===== src/rtl/blink_seq_ctrl.sv =====
// blink_seq_ctrl
//   Sequences an LED bank from a slow tick. On an accepted start the config
//   (on_len, off_len, rep_num, pattern) is latched. The LEDs then show the
//   pattern for max(on_len,1) ticks and are dark for max(off_len,1) ticks.
//   This repeats rep_num times, or until stop when rep_num is 0.
//
//   Optional feature macro: BLINK_SEQ_ROTATE_EN
//     Defined:   each OFF->ON transition rotates the latched pattern left by 1
//                (MSB wraps to bit 0). The first ON phase shows it as latched.
//     Undefined: the latched pattern is shown unchanged on every ON phase.
//
// Ports
//   CLK      in   1      system clock
//   RST      in   1      synchronous, active-high reset
//   tick     in   1      1-cycle enable pulse (1 Hz)
//   start    in   1      latch config and begin; honoured in IDLE only
//   stop     in   1      abort to IDLE from any state; beats start and tick
//   on_len   in   CNT_W  ticks lit per blink cycle (0 treated as 1)
//   off_len  in   CNT_W  ticks dark per blink cycle (0 treated as 1)
//   rep_num  in   REP_W  blink cycles to run (0 = until stop)
//   pattern  in   LED_W  LED value shown during ON
//   led      out  LED_W  registered LED drive
//   busy     out  1      high while in ON/OFF
//   done     out  1      1-cycle pulse on normal completion

module blink_seq_ctrl #(
  parameter int unsigned CNT_W = 8,
  parameter int unsigned REP_W = 4,
  parameter int unsigned LED_W = 10
) (
  input  logic             CLK,
  input  logic             RST,
  input  logic             tick,
  input  logic             start,
  input  logic             stop,
  input  logic [CNT_W-1:0] on_len,
  input  logic [CNT_W-1:0] off_len,
  input  logic [REP_W-1:0] rep_num,
  input  logic [LED_W-1:0] pattern,
  output logic [LED_W-1:0] led,
  output logic             busy,
  output logic             done
);

  typedef enum logic [1:0] {
    StIdle = 2'd0,
    StOn   = 2'd1,
    StOff  = 2'd2
  } state_e;

  state_e           state_q;
  logic [CNT_W-1:0] on_len_q;
  logic [CNT_W-1:0] off_len_q;
  logic [REP_W-1:0] rep_num_q;
  logic [LED_W-1:0] pat_q;
  logic [CNT_W-1:0] tick_cnt_q;
  logic [REP_W-1:0] rep_cnt_q;

  // Terminal tick counts; a zero length behaves as one tick.
  logic [CNT_W-1:0] on_last;
  logic [CNT_W-1:0] off_last;
  logic             rep_last;
  logic [LED_W-1:0] next_pat;

  assign on_last  = (on_len_q == '0)  ? '0 : on_len_q - 1'b1;
  assign off_last = (off_len_q == '0) ? '0 : off_len_q - 1'b1;
  assign rep_last = (rep_num_q != '0) && (rep_cnt_q == rep_num_q - 1'b1);

`ifdef BLINK_SEQ_ROTATE_EN
  assign next_pat = {pat_q[LED_W-2:0], pat_q[LED_W-1]};
`else
  assign next_pat = pat_q;
`endif

  always_ff @(posedge CLK) begin
    if (RST) begin
      state_q    <= StIdle;
      led        <= '0;
      busy       <= 1'b0;
      done       <= 1'b0;
      tick_cnt_q <= '0;
      rep_cnt_q  <= '0;
    end else begin
      done <= 1'b0;
      if (stop) begin
        state_q    <= StIdle;
        led        <= '0;
        busy       <= 1'b0;
        tick_cnt_q <= '0;
        rep_cnt_q  <= '0;
      end else begin
        case (state_q)
          StIdle: begin
            if (start) begin
              on_len_q   <= on_len;
              off_len_q  <= off_len;
              rep_num_q  <= rep_num;
              pat_q      <= pattern;
              state_q    <= StOn;
              led        <= pattern;
              busy       <= 1'b1;
              tick_cnt_q <= '0;
              rep_cnt_q  <= '0;
            end
          end
          StOn: begin
            if (tick) begin
              if (tick_cnt_q == on_last) begin
                state_q    <= StOff;
                led        <= '0;
                tick_cnt_q <= '0;
              end else begin
                tick_cnt_q <= tick_cnt_q + 1'b1;
              end
            end
          end
          StOff: begin
            if (tick) begin
              if (tick_cnt_q == off_last) begin
                tick_cnt_q <= '0;
                if (rep_last) begin
                  state_q   <= StIdle;
                  busy      <= 1'b0;
                  done      <= 1'b1;
                  rep_cnt_q <= '0;
                end else begin
                  state_q <= StOn;
                  led     <= next_pat;
                  pat_q   <= next_pat;
                  // Unbounded runs keep the repeat counter parked.
                  if (rep_num_q != '0) begin
                    rep_cnt_q <= rep_cnt_q + 1'b1;
                  end
                end
              end else begin
                tick_cnt_q <= tick_cnt_q + 1'b1;
              end
            end
          end
          default: begin
            state_q    <= StIdle;
            led        <= '0;
            busy       <= 1'b0;
            tick_cnt_q <= '0;
            rep_cnt_q  <= '0;
          end
        endcase
      end
    end
  end

endmodule

===== config.mk =====
export PLATFORM = sky130hd
export DESIGN_NAME = blink_seq_ctrl
export DESIGN_NICKNAME = d
export VERILOG_FILES = /design/src/rtl/blink_seq_ctrl.sv
export SDC_FILE = /design/constraint.sdc
export NUM_CORES = 1
export LEC_CHECK = 0
export BUFFER_PORTS_ARGS = -buffer_cell sky130_fd_sc_hd__buf_2
export CAP_MARGIN = 20
export CORE_AREA = 2 2 112 60
export CTS_CLUSTER_DIAMETER = 60
export DETAILED_ROUTE_END_ITERATION = 10
export DIE_AREA = 0 0 114 62
export PLACE_DENSITY = 0.8
export SYNTH_ARGS = -nofsm -noshare
export SYNTH_HDL_FRONTEND = slang
export SYNTH_SLANG_ARGS = --single-unit

===== constraint.sdc =====
create_clock -name CLK -period 3.5 [get_ports CLK]
set_input_delay 0.7 -clock CLK [delete_from_list [all_inputs] [get_ports CLK]]
set_output_delay 0.7 -clock CLK [all_outputs]
set_load 0.1 [all_outputs]

Word-level counts from Yosys, hierarchy flattened
Cells that the tools add are included.
{ "classes": {"n_mux": 34, "reduce_logical": 13, "eq_ne": 13, "n_addsub": 5, "bitwise_logic": 6} }
{ "ops": {"columns": ["operator", "n"], "rows": [
  ["two-way mux 10 bit", 6],
  ["two-way mux 8 bit", 7],
  ["case mux 10 bit (3 select lines)", 1],
  ["case mux 8 bit (3 select lines)", 1],
  ["two-way mux 4 bit", 5],
  ["equality test 8 bit", 2],
  ["logical NOT 8 bit", 2],
  ["subtractor 8 x 1 -> 8 bit, second input constant", 2],
  ["AND reduction 5 bit", 3],
  ["!= test 2 bit, second input constant", 7],
  ["case mux 4 bit (3 select lines)", 1],
  ["two-way mux 2 bit", 5],
  ["adder 8 x 1 -> 8 bit, second input constant", 1],
  ["two-way mux 1 bit", 6],
  ["NOT 1 bit", 6],
  ["case mux 2 bit (3 select lines)", 1],
  ["AND reduction 6 bit", 1],
  ["OR reduction 5 bit", 1],
  ["adder 4 x 1 -> 4 bit, second input constant", 1],
  ["equality test 4 bit", 1],
  ["AND reduction 4 bit", 1],
  ["nonzero test 4 bit", 1],
  ["subtractor 4 x 1 -> 4 bit, second input constant", 1],
  ["!= test 3 bit, second input constant", 1],
  ["7 further kinds", 7]
]} }
{ "word_totals": {"regBits": 56, "word_cells": 81, "inputBits": 35, "output_inout_bits": 12} }

Longest topological paths before layout
{ "depth": {"ltp_word": 7, "mapped_depth": 10, "mapped_depth_nobuf": 9} }

Worst setup path after synthesis
Ideal clock, no wire load.
{ "synth_timing": {"kind": "register to register", "start": "register on_len_q[0]", "end": "register led[0]", "arrival_ns": 2.732, "setup_time_ns": 0.132, "setup_slack_ns": 0.636, "stages_incl_launch_ff": 11, "period_less_slack_ns": 2.864, "required_ns": 3.368, "path_buffers": 1, "cell_sequence": "edfxtp_1 > inv_1 > ha_1 > or4b_4 > or4_1 > a21oi_1 > o2111ai_1 > o21a_2 > buf_2 > nor4_1 > nor3_1"} }
{ "synth_via": {"elab_chain_len": 5, "elab_cells_between_ends": 6, "cone_classes": "add/sub (1); eq/ne (2); mux (1); reduce/logical (2)"} }
{ "synth_rtl": {"columns": ["item", "line_no", "source"], "rows": [
  ["start: declaration", "52", "logic [CNT_W-1:0] on_len_q;"],
  ["start signal: assignment", "95", "on_len_q <= on_len;"],
  ["subtractor 8 x 1 -> 8 bit / logical NOT 8 bit (equally long branches)", "65", "assign on_last = (on_len_q == '0) ? '0 : on_len_q - 1'b1;"],
  ["two-way mux 8 bit *", "65", null],
  ["equality test 8 bit *", "108", "if (tick_cnt_q == on_last) begin"],
  ["!= test 2 bit (no source line) *", null, null],
  ["AND reduction 6 bit (no source line) *", null, null],
  ["end signal: assignment", "100", "led <= pattern;"],
  ["end signal: assignment", "128", "led <= next_pat;"],
  ["end: declaration", "40", "output logic [LED_W-1:0] led,"]
]} }
Mark *: on every way between the ends. The rest lies on a longest branch, timed or not.
A chain may end at the register's enable or synchronous reset.

Final worst setup path
{ "layout_timing": {"start": "register on_len_q[0]", "end": "register tick_cnt_q[5]"} }
{ "layout_via": {"elab_chain_len": 6, "elab_cells_between_ends": 7, "cone_classes": "add/sub (1); eq/ne (1); mux (4); reduce/logical (1)"} }
{ "layout_rtl": {"columns": ["item", "line_no", "source"], "rows": [
  ["subtractor 8 x 1 -> 8 bit / logical NOT 8 bit (equally long branches)", "65", null],
  ["two-way mux 8 bit *", "65", null],
  ["equality test 8 bit *", "108", null],
  ["two-way mux 8 bit *", "108", null],
  ["two-way mux 8 bit *", "107", "if (tick) begin"],
  ["case mux 8 bit (3 select lines) *", "92", "case (state_q)"],
  ["end signal: assignment", "113", "tick_cnt_q <= tick_cnt_q + 1'b1;"],
  ["end signal: assignment", "136", "tick_cnt_q <= tick_cnt_q + 1'b1;"],
  ["end: declaration", "56", "logic [CNT_W-1:0] tick_cnt_q;"]
]} }
Mark *: on every way between the ends. The rest lies on a longest branch, timed or not. The select of a mux whose other input is x is not followed.

==> impl_results.md <==
- Worst-path fanout max: 16
- Net Sw Power: 0.466 mW
- Min cycle time layout: 3.18 ns
- Antenna diode count: 0
- Die W: 114 um
- Clk sinks: 56
- Worst setup EP type: flop
- Resized Gates After CTS: 0
- Sequential fraction of design power: 47.7%
- Area growth syn-to-layout: 13.5%
- Worst-Margin Slew: 0.806 ns
- Antenna-violating nets left: 0
- Routed via count: 2776
- Top cells by count, synth: edfxtp_1 (30), dfxtp_1 (26), nand2_1 (24)
- Netlist cell types: 62
- Synth Cell Area: 3240 um2
- Total power: 1.55 mW
- Yosys reg bits: 56
- RSZ-0062 raised after global routing: false
- Port buffer count: 46
- HPWL Detailed: 5560 um
- Worst hold slack: 0.471 ns
- Most common cell in the netlist: edfxtp_1
- Starting DRT DRC Count: 171
- Initial antenna violation count: 0
- Layout cell share with drive strength beyond 1: 20.1%
- Post-Synthesis Cells: 335
- H-tree lvl count: 2
- Final count of pins violating max slew: 0
- Layout net count: 417
- Later-pin clock latency in the skew report: 0.30 ns
- Most used DFF post-synth: edfxtp_1
- CTS Root Cell: clkbuf_16
- Die footprint: 7070 um2
- Outcome: finished clean
- Number of global-route vias before repair: 2405
- Global-route wire length before repair: 12000 um
- PnR worst setup slack: 0.317 ns
- Maximum operating frequency: 314 MHz
- Clock Pin Slew Worst Setup and Hold Paths: 0.07 ns
- Clock power frac: 33.9%
- Num rows: 21
- Int Power: 1.08 mW
- Post-synth ARST share: 0%
- Synth Net Count: 379
- Final setup violation count: 0
- Num CTS Buffers: 5
- Worst vdd ir: 0.000228 V
- Ratio of final minimum period to clock period: 90.9%
- Drc violations: 0
- Gr usage total: 22.3%
- Routed WL: 7530 um
- Leak: 1.38 nW
- Via density: 6.11
- Pin count of the biggest net entering global routing: 21
- Initial core utilization: 51.8%
- WP data required: 3.68 ns
- Max_cap viols: 0
- RePlAce Congestion: 0.916
- Core area: 6250 um2
- Clock tree buffer depth: 2
- Synth Warn #: 0
- Setup repair bufs after CTS: 0
- Dpl ws: 0.327 ns
- Startpoint types: flop
- Synth top area cells: edfxtp_1 (28%), dfxtp_1 (16%), xnor2_1 (3.8%)
- Slew HR: 45.9%
- CTS tree: built
- Final core occ: 58.8%
- Post-synthesis sequential area ratio: 43.9%
- Hold_buf cts: 0
- Synthesized area per cell: 9.67 um2
- Fill count: 544
- Footprint of the multi-input gates: 1680 um2
- Final Skew: 0.00748 ns
- Routed len/inst: 16.6 um
- Height of the chip: 62 um
- Kind of critical path: reg2reg
- Pwr/cell area: 420 nW/um2
- GRT Residual Overflow: 0
- Reg area: 1420 um2
- Logic pwr share: 18.4%
- Leading area contributor after synthesis: edfxtp_1
- Switch share: 30.1%
- CP Data Arrival Time: 3.36 ns
- Drt first pass iters: 4
- Share of the synthesized area in the top cell type: 27.8%
- Final Hold Vio Count: 0
- # IOs: 47
- EDFF count, synth: 30
- Worst Hold Class: reg2reg
- Setup TNS: 0 ns
state kept, by name, summed over array words and instances, names as in the netlist, 2 cells and up:
name / flops
rep_num_q: 4
led: 10
rep_cnt_q: 4
state_q: 2
on_len_q: 8
tick_cnt_q: 8
off_len_q: 8
next_pat: 10
cell families (layout without fill, tap and decap cells):
kind of cell             after synthesis  after routing  synth area share [%]
AO/OA/AOI/OAI                         87             87                  21.0
XOR/XNOR                              21             21                  5.68
adder cells (fa/ha/maj)                9              9                  3.48
buffers and inverters                 36             75                  4.29
flip-flops                            56             56                  43.9
multiplexers                           2              2                 0.618
AND/OR/NAND/NOR                      124            124                  21.1
power by group through the flow:
stage / Clock, mW / Combinational [mW] / Sequential, mW
final: 0.524 / 0.284 / 0.737
after global routing: 0.561 / 0.306 / 0.741
after CTS: 0.528 / 0.282 / 0.737
after detailed placement: 0 / 0.281 / 0.752
after global placement: 0 / 0.275 / 0.751
after floorplan: 0 / 0.143 / 0.822
final timing paths:
path | from | endpoint | slack (ns) | depth (start not counted)
setup / recovery | on_len_q[0] | tick_cnt_q[5] | 0.32 | 9
hold / removal | busy | busy | 0.47 | 2
hold reg to reg | busy | busy | 0.47 | 2
setup reg to reg | on_len_q[0] | tick_cnt_q[5] | 0.32 | 9
routing by layer:
layer,global-route usage (%),part of all wire (%),vias to the layer above
met1,33.5,50,1310
met5,0,0,-
met4,6.27,1.3,0
li1,-,-,1359
met3,5.82,7.5,8
met2,31.5,41,99
layout make-up:
cell class | instances | area share, %
Multi-Input combinational cell | 243 | 45.7
Timing Repair Buffer | 50 | 7.08
Sequential cell | 56 | 38.7
Inverter | 17 | 1.74
Tap cell | 80 | 2.72
Clock buffer | 5 | 3.40
Clock inverter | 3 | 0.749
metrics by stage:
stage,instances,cell area (um2)
2_1_floorplan,335,3240
3_3_place_gp,446,3520
3_5_place_dp,446,3520
4_1_cts,454,3680
5_1_grt,454,3680
6_report,454,3680
layout by cell type, fill, tap and decap left out, drive strengths merged, types with 7 or more instances in the layout:
cell type	count
a31oi	11
ha	9
nor4	17
o21ai	16
nor2	18
inv	18
edfxtp	30
nand3	10
xor2	7
buf	50
a22o	10
dfxtp	26
xnor2	14
or3	7
nor3	18
nand2	24
worst max-delay path, cell delays in order (launching register included):
cell	delay [ns]
edfxtp_1	0.46
inv_1	0.09
ha_1	0.26
or4b_4	0.53
or4_1	0.48
a21oi_1	0.15
o2111ai_1	0.17
o21a_2	0.37
o31ai_4	0.40
o211ai_1	0.14
Note: power is estimated with default switching activity, not from simulation.
